$ cat src/rtl/logic_unit_pipe.sv
// Pipelined bitwise logic unit with valid/ready handshakes and zero/parity/sign flags.
// Optional macro LOGIC_UNIT_OP_COUNT_EN adds a saturating 16-bit output-transfer counter.
module logic_unit_pipe #(
  parameter int WIDTH  = 8,
  parameter int STAGES = 2
) (
  input  logic             clk,
  input  logic             rst,
  input  logic             in_valid,
  output logic             in_ready,
  input  logic [WIDTH-1:0] a,
  input  logic [WIDTH-1:0] b,
  input  logic [2:0]       op,
  output logic             out_valid,
  input  logic             out_ready,
  output logic [WIDTH-1:0] y,
  output logic             flag_zero,
  output logic             flag_par,
  output logic             flag_neg
`ifdef LOGIC_UNIT_OP_COUNT_EN
  ,
  output logic [15:0]      op_count
`endif
);

  if (STAGES < 1 || STAGES > 4) begin : g_bad_stages
    $error("logic_unit_pipe: STAGES must be in 1..4");
  end
  if (WIDTH < 1) begin : g_bad_width
    $error("logic_unit_pipe: WIDTH must be >= 1");
  end

  function automatic logic [WIDTH-1:0] logic_fn(input logic [2:0]       sel,
                                                input logic [WIDTH-1:0] x,
                                                input logic [WIDTH-1:0] z);
    case (sel)
      3'b000:  return x | z;
      3'b001:  return x & z;
      3'b010:  return x ^ z;
      3'b011:  return ~(x | z);
      3'b100:  return ~(x & z);
      3'b101:  return ~(x ^ z);
      3'b110:  return ~x;
      default: return z;
    endcase
  endfunction

  // Packed as {neg, par, zero}.
  function automatic logic [2:0] result_flags(input logic [WIDTH-1:0] r);
    return {r[WIDTH-1], ^r, (r == '0)};
  endfunction

`ifdef LOGIC_UNIT_OP_COUNT_EN
  function automatic logic [15:0] sat_inc(input logic [15:0] c);
    return (c == 16'hFFFF) ? c : c + 16'd1;
  endfunction
`endif

  logic [WIDTH-1:0]  res_c;
  logic [2:0]        flg_c;
  logic [STAGES-1:0] vld_p;
  logic [STAGES-1:0] vld_src;
  logic [STAGES-1:0] adv;
  logic [WIDTH-1:0]  res_p   [STAGES];
  logic [WIDTH-1:0]  res_src [STAGES];
  logic [2:0]        flg_p   [STAGES];
  logic [2:0]        flg_src [STAGES];

  assign res_c = logic_fn(op, a, b);
  assign flg_c = result_flags(res_c);

  for (genvar g = 0; g < STAGES; g++) begin : g_src
    if (g == 0) begin : g_head
      assign vld_src[g] = in_valid;
      assign res_src[g] = res_c;
      assign flg_src[g] = flg_c;
    end else begin : g_body
      assign vld_src[g] = vld_p[g-1];
      assign res_src[g] = res_p[g-1];
      assign flg_src[g] = flg_p[g-1];
    end
  end

  // A stage moves unless it and every stage after it are full while the output stalls.
  always_comb begin : adv_comb
    logic full;
    full = 1'b1;
    adv  = '0;
    for (int i = STAGES - 1; i >= 0; i--) begin
      full   = full & vld_p[i];
      adv[i] = out_ready | ~full;
    end
  end

  // Stage registers: data loads only with a valid beat, so idle outputs hold.
  always_ff @(posedge clk) begin
    if (rst) begin
      vld_p            <= '0;
      res_p[STAGES-1]  <= '0;
      flg_p[STAGES-1]  <= '0;
    end else begin
      for (int i = 0; i < STAGES; i++) begin
        if (adv[i]) begin
          vld_p[i] <= vld_src[i];
          if (vld_src[i]) begin
            res_p[i] <= res_src[i];
            flg_p[i] <= flg_src[i];
          end
        end
      end
    end
  end

  assign in_ready  = adv[0];
  assign out_valid = vld_p[STAGES-1];
  assign y         = res_p[STAGES-1];
  assign flag_neg  = flg_p[STAGES-1][2];
  assign flag_par  = flg_p[STAGES-1][1];
  assign flag_zero = flg_p[STAGES-1][0];

`ifdef LOGIC_UNIT_OP_COUNT_EN
  always_ff @(posedge clk) begin
    if (rst) begin
      op_count <= '0;
    end else if (out_valid && out_ready) begin
      op_count <= sat_inc(op_count);
    end
  end
`endif

endmodule

$ cat config.mk
export PLATFORM = sky130hd
export DESIGN_NAME = logic_unit_pipe
export DESIGN_NICKNAME = d
export VERILOG_FILES = /design/src/rtl/logic_unit_pipe.sv
export SDC_FILE = /design/constraint.sdc
export NUM_CORES = 1
export LEC_CHECK = 0
export CORE_ASPECT_RATIO = 2
export CORE_UTILIZATION = 50
export CTS_BUF_LIST = sky130_fd_sc_hd__clkbuf_4 sky130_fd_sc_hd__clkbuf_8
export DETAILED_ROUTE_END_ITERATION = 6
export PLACE_DENSITY = 0.79
export SYNTH_ARGS = -nofsm -noshare
export SYNTH_HDL_FRONTEND = slang
export SYNTH_SLANG_ARGS = --single-unit
$ cat constraint.sdc
create_clock -name clk -period 2.7 [get_ports clk]
set_clock_uncertainty 0.1 [all_clocks]
set_input_delay 0.54 -clock clk [delete_from_list [all_inputs] [get_ports clk]]
set_output_delay 0.54 -clock clk [all_outputs]
set_load 0.05 [all_outputs]
# After elaboration in Yosys (flattened, before gate mapping)
# Memory sizes are Yosys's and may differ from the RTL's.
# Cells that the tools add are included.
[totals] input_bits=23 out_inout_bits=13 mem_count=2 register_bits=2 ramBits=22
[memory_table] name="res_p" depth=2 word_bits=8 rd=2 rd_ports_with_merged_regs=0 wr=2 line="64" source="logic [WIDTH-1:0] res_p [STAGES];"
[memory_table] name="flg_p" depth=2 word_bits=3 rd=2 rd_ports_with_merged_regs=0 wr=2 line="66" source="logic [2:0] flg_p [STAGES];"
[op_classes] n_reduce_logical=3 n_bitwise=14 n_eq_ne=6 n_mux=13
[op_table] cell="$pmux W8 S7" n=1
[op_table] cell="$not A8 Y8" n=4
[op_table] cell="$mux W1" n=10
[op_table] cell="$eq A3 B3 Y1 const B" n=3
[op_table] cell="$and A8 B8 Y8" n=1
[op_table] cell="$logic_not A8 Y1" n=1
[op_table] cell="$mux W8" n=1
[op_table] cell="$or A8 B8 Y8" n=1
[op_table] cell="$reduce_xor A8 Y1" n=1
[op_table] cell="$xor A8 B8 Y8" n=1
[op_table] cell="$eq A3 B2 Y1 const B" n=2
[op_table] cell="$or A1 B1 Y1" n=4
[op_table] cell="$eq A3 B1 Y1 const B" n=1
[op_table] cell="$logic_not A3 Y1" n=1
[op_table] cell="$mux W3" n=1
[op_table] cell="$not A1 Y1" n=2
[op_table] cell="$and A1 B1 Y1" n=1

# Logic depth before layout (Yosys ltp)
[logic_depth] depth_word=6 ltp_mapped=9 mapped_depth_nobuf=9

# Least setup slack after synthesis
# OpenSTA, ideal clock, no wires.
[synth_path] path_type="in2reg" from="input a[1]" to="memory flg_p[0][1] (data pin)" t_required_ps=2340 n_path_buf=0 t_arrival_ps=1998 cell_stages=7 slack_ps=342 cell_sequence="inv_1 ha_1 mux4_1 a21oi_1 ha_1 xnor2_1 xnor2_1"
[synth_rtl] item="from (decl)" line="11" source="input logic [WIDTH-1:0] a,"
[synth_rtl] item="to (decl)" line="66"

==> run summary <==
Vias = 1,619
Tot Pwr = 1.120 mW
area of the mapped netlist = 1849 um2
num rows = 30
gpl congestion = 0.7860
CTS Root Cell = clkbuf_8
Post-Place Cells = 288
hpwl dp = 2813 um
Hold WC Path Type = reg -> reg
critical path type = in -> reg
P_leak = 1.116 nW
clock sinks = 22
full die area = 3961 um2
worst rel slew slack = 66.34%
WL per Instance = 13.40 um
CP Launch Type = input pin
Max Clk Rate = 379.2 MHz
flip-flop and latch area = 640.6 um2
Initial Util = 53.55%
# DRC = 0
Arr. time, crit path = 2.57 ns
H-tree depth = 1
post-route ant nets = 0
#FFs+latches synth = 22
Boundary Pins = 36
CTS Buffer Depth = 2
syn_nets = 237
DR pass1 iterations = 4
crit path max fanout = 2
Tightest Pin Transition = 0.5034 ns
slowest CP cell = mux4_2
Syn Inst Count = 194
area grow syn2layout = 38.57%
Unique masters post-synth = 39
multi-input logic area = 1120 um2
R2R setup slack = 1.25 ns
GRT Overall Usage = 20.00%
Worst-Skew Late Latency = 0.27 ns
clk slew on worst S/H paths = 0.08 ns
nets = 290
Top FF cell, synth = edfxtp_1
crit path buf inv count = 2
worst setup path startpoint = a[5]
Final Hold Vio Count = 0
final instance area = 2562 um2
Final TNS setup = 0 ns
yosys warns = 0
Metal-1 WL = 1336 um
port bufs = 35
largest stage delay on the critical path = 0.49 ns
Req. time, crit path = 2.63 ns
Max Used Layer = met4
crit path cell chain = clkdlybuf4s50_1, inv_1, ha_1, mux4_2, a21oi_2, ha_1, xor2_1, xnor2_1
Die H = 88.01 um
Critical Path Sink Type = register
die width = 45.01 um
DP Worst Slack = -0.2403 ns
WL met3 = 91 um
PwrDens = 437.2 nW/um2
vias in the first global route = 1,467
# diodes = 0
core footprint = 3453 um2
CTS buffer count = 3
CTS tree = done
Via density = 5.507
asr flop ratio synth = 0%
largest net degree at the start of global routing = 27
Crit Reg-Reg Startpoint = vld_p[1]
first-pass GRT wire length = 5796 um
initial antenna violation count = 0
filler cell count = 271
overflow left after global routing = 0
final design utilization = 74.20%
Post-Route WL = 3940 um
hold_ws = 0.4191 ns
EDFF count, synth = 20
Top delay family on crit path = adder cells
share of cells above drive strength 1 = 19.92%
post-synthesis sequential area ratio = 34.64%
final setup fails = 0
final slew viol count = 0
non-filler instance count after layout = 294
Max-Cap Viols = 0
post-synth top area cell = edfxtp_1
placed instance area = 2371 um2
final worst slack = 0.06281 ns
fin crit period = 2.637 ns
Yosys top cell area share = 32.48%
most used cell, CP = ha_1
worst vdd ir = 0.0002967 V
fin crit share = 97.67%
min-delay src = vld_p[0]
met2 WL = 2359 um
1st-iter DRT viols = 35
syn_area_per_cell = 9.532 um2
synth top area cells = edfxtp_1 32%, ha_1 14%, nor2_1 4.3%
status = finished, final reports clean
-- cells by family after synthesis --
family	Yosys count	share of synthesized area [%]
AO/OA/AOI/OAI	42	15.90
XOR/XNOR	3	1.421
adder cells (fa/ha/maj)	20	13.53
buffers and inverters	32	9.269
flip-flops	22	34.64
multiplexers	7	5.413
AND/OR/NAND/NOR	68	19.83
-- worst reg2reg max path: stages (launching register included) --
cell     delay [ns]
dfxtp_1        0.31
nor2b_1        0.15
nand2_1        0.09
and3b_1        0.45
-- worst paths after layout --
check | endpoint | cells past startpoint
hold / removal | vld_p[1] | 2
setup reg to reg | flg_p[0][2] | 3
hold reg to reg | vld_p[1] | 2
setup / recovery | flg_p[0][1] | 8
-- cells in the mapped netlist (all sizes together), types with 2 or more instances --
cell type and n:
mux2i 4, a211oi 2, a21o 3, o32ai 2
o22ai 5, mux4 2, and2 10, xnor2 2
a2bb2oi 3, nor2b 3, buf 12, nand4b 3
nor3b 4, edfxtp 20, nand2 8, inv 20
o22a 5, nor2 21, o21ai 5, dfxtp 2
a21oi 5, nor3 3, a31oi 8, nand3 4
o21ba 3, nand2b 8, ha 20
-- cell usage in the layout (no fill, tap or decap), drive strengths merged --
cell type,synthesis,routed
clkdlybuf4s50,0,32
buf,12,25
nor2,21,21
inv,20,20
edfxtp,20,20
ha,20,20
and2,10,10
nand2,8,8
nand2b,8,8
a31oi,8,8
o22ai,5,5
o22a,5,5
a21oi,5,5
o21ai,5,5
mux2i,4,4
nand3,4,4
clkbuf,0,4
nor3b,4,4
a21o,3,3
nand4b,3,3
o21ba,3,3
nor2b,3,3
nor3,3,3
a2bb2oi,3,3
mux4,2,2
o32ai,2,2
dlymetal6s2s,0,2
dfxtp,2,2
a211oi,2,2
xnor2,2,2
or3,1,1
mux2,1,1
o211ai,1,1
and3,1,1
and4,1,1
and3b,1,1
xor2,1,1
bufinv,0,1
-- routing by layer --
| layer | vias up | GRT usage (%) |
|---|---|---|
| met2 | 40 | 38.74 |
| met1 | 764 | 19.01 |
| met5 | - | 0 |
| li1 | 802 | - |
| met3 | 13 | 0.8247 |
| met4 | 0 | 12.40 |
-- where the power goes --
group | total [mW] | leakage (nW) | switching, mW | internal [mW]
logic | 0.400 | 0.861 | 0.201 | 0.199
registers | 0.410 | 0.219 | 0.00572 | 0.405
clock network | 0.310 | 0.0357 | 0.111 | 0.198
total | 1.12 | 1.12 | 0.318 | 0.802
-- state kept, by name, summed over array words and instances, names as in the netlist --
register,count
res_p,15
flg_p,5
vld_p,2
-- timing repair --
| action | CTS | global route |
|---|---|---|
| hold buffers | 0 | 0 |
| buffers inserted | 0 | 1 |
| gates resized for setup | 0 | 16 |
| setup endpoints to repair | 0 | 1 |
-- area by class of cell --
class / instances / share of cell area, %
multi-input cells: 140 / 43.70
flip-flops and latches: 22 / 25.00
repair buffers: 60 / 23.24
inverters: 20 / 2.930
well taps: 48 / 2.344
clock buffers: 3 / 1.611
clock inverters: 1 / 1.172
Power figures use the tool's default switching activity.
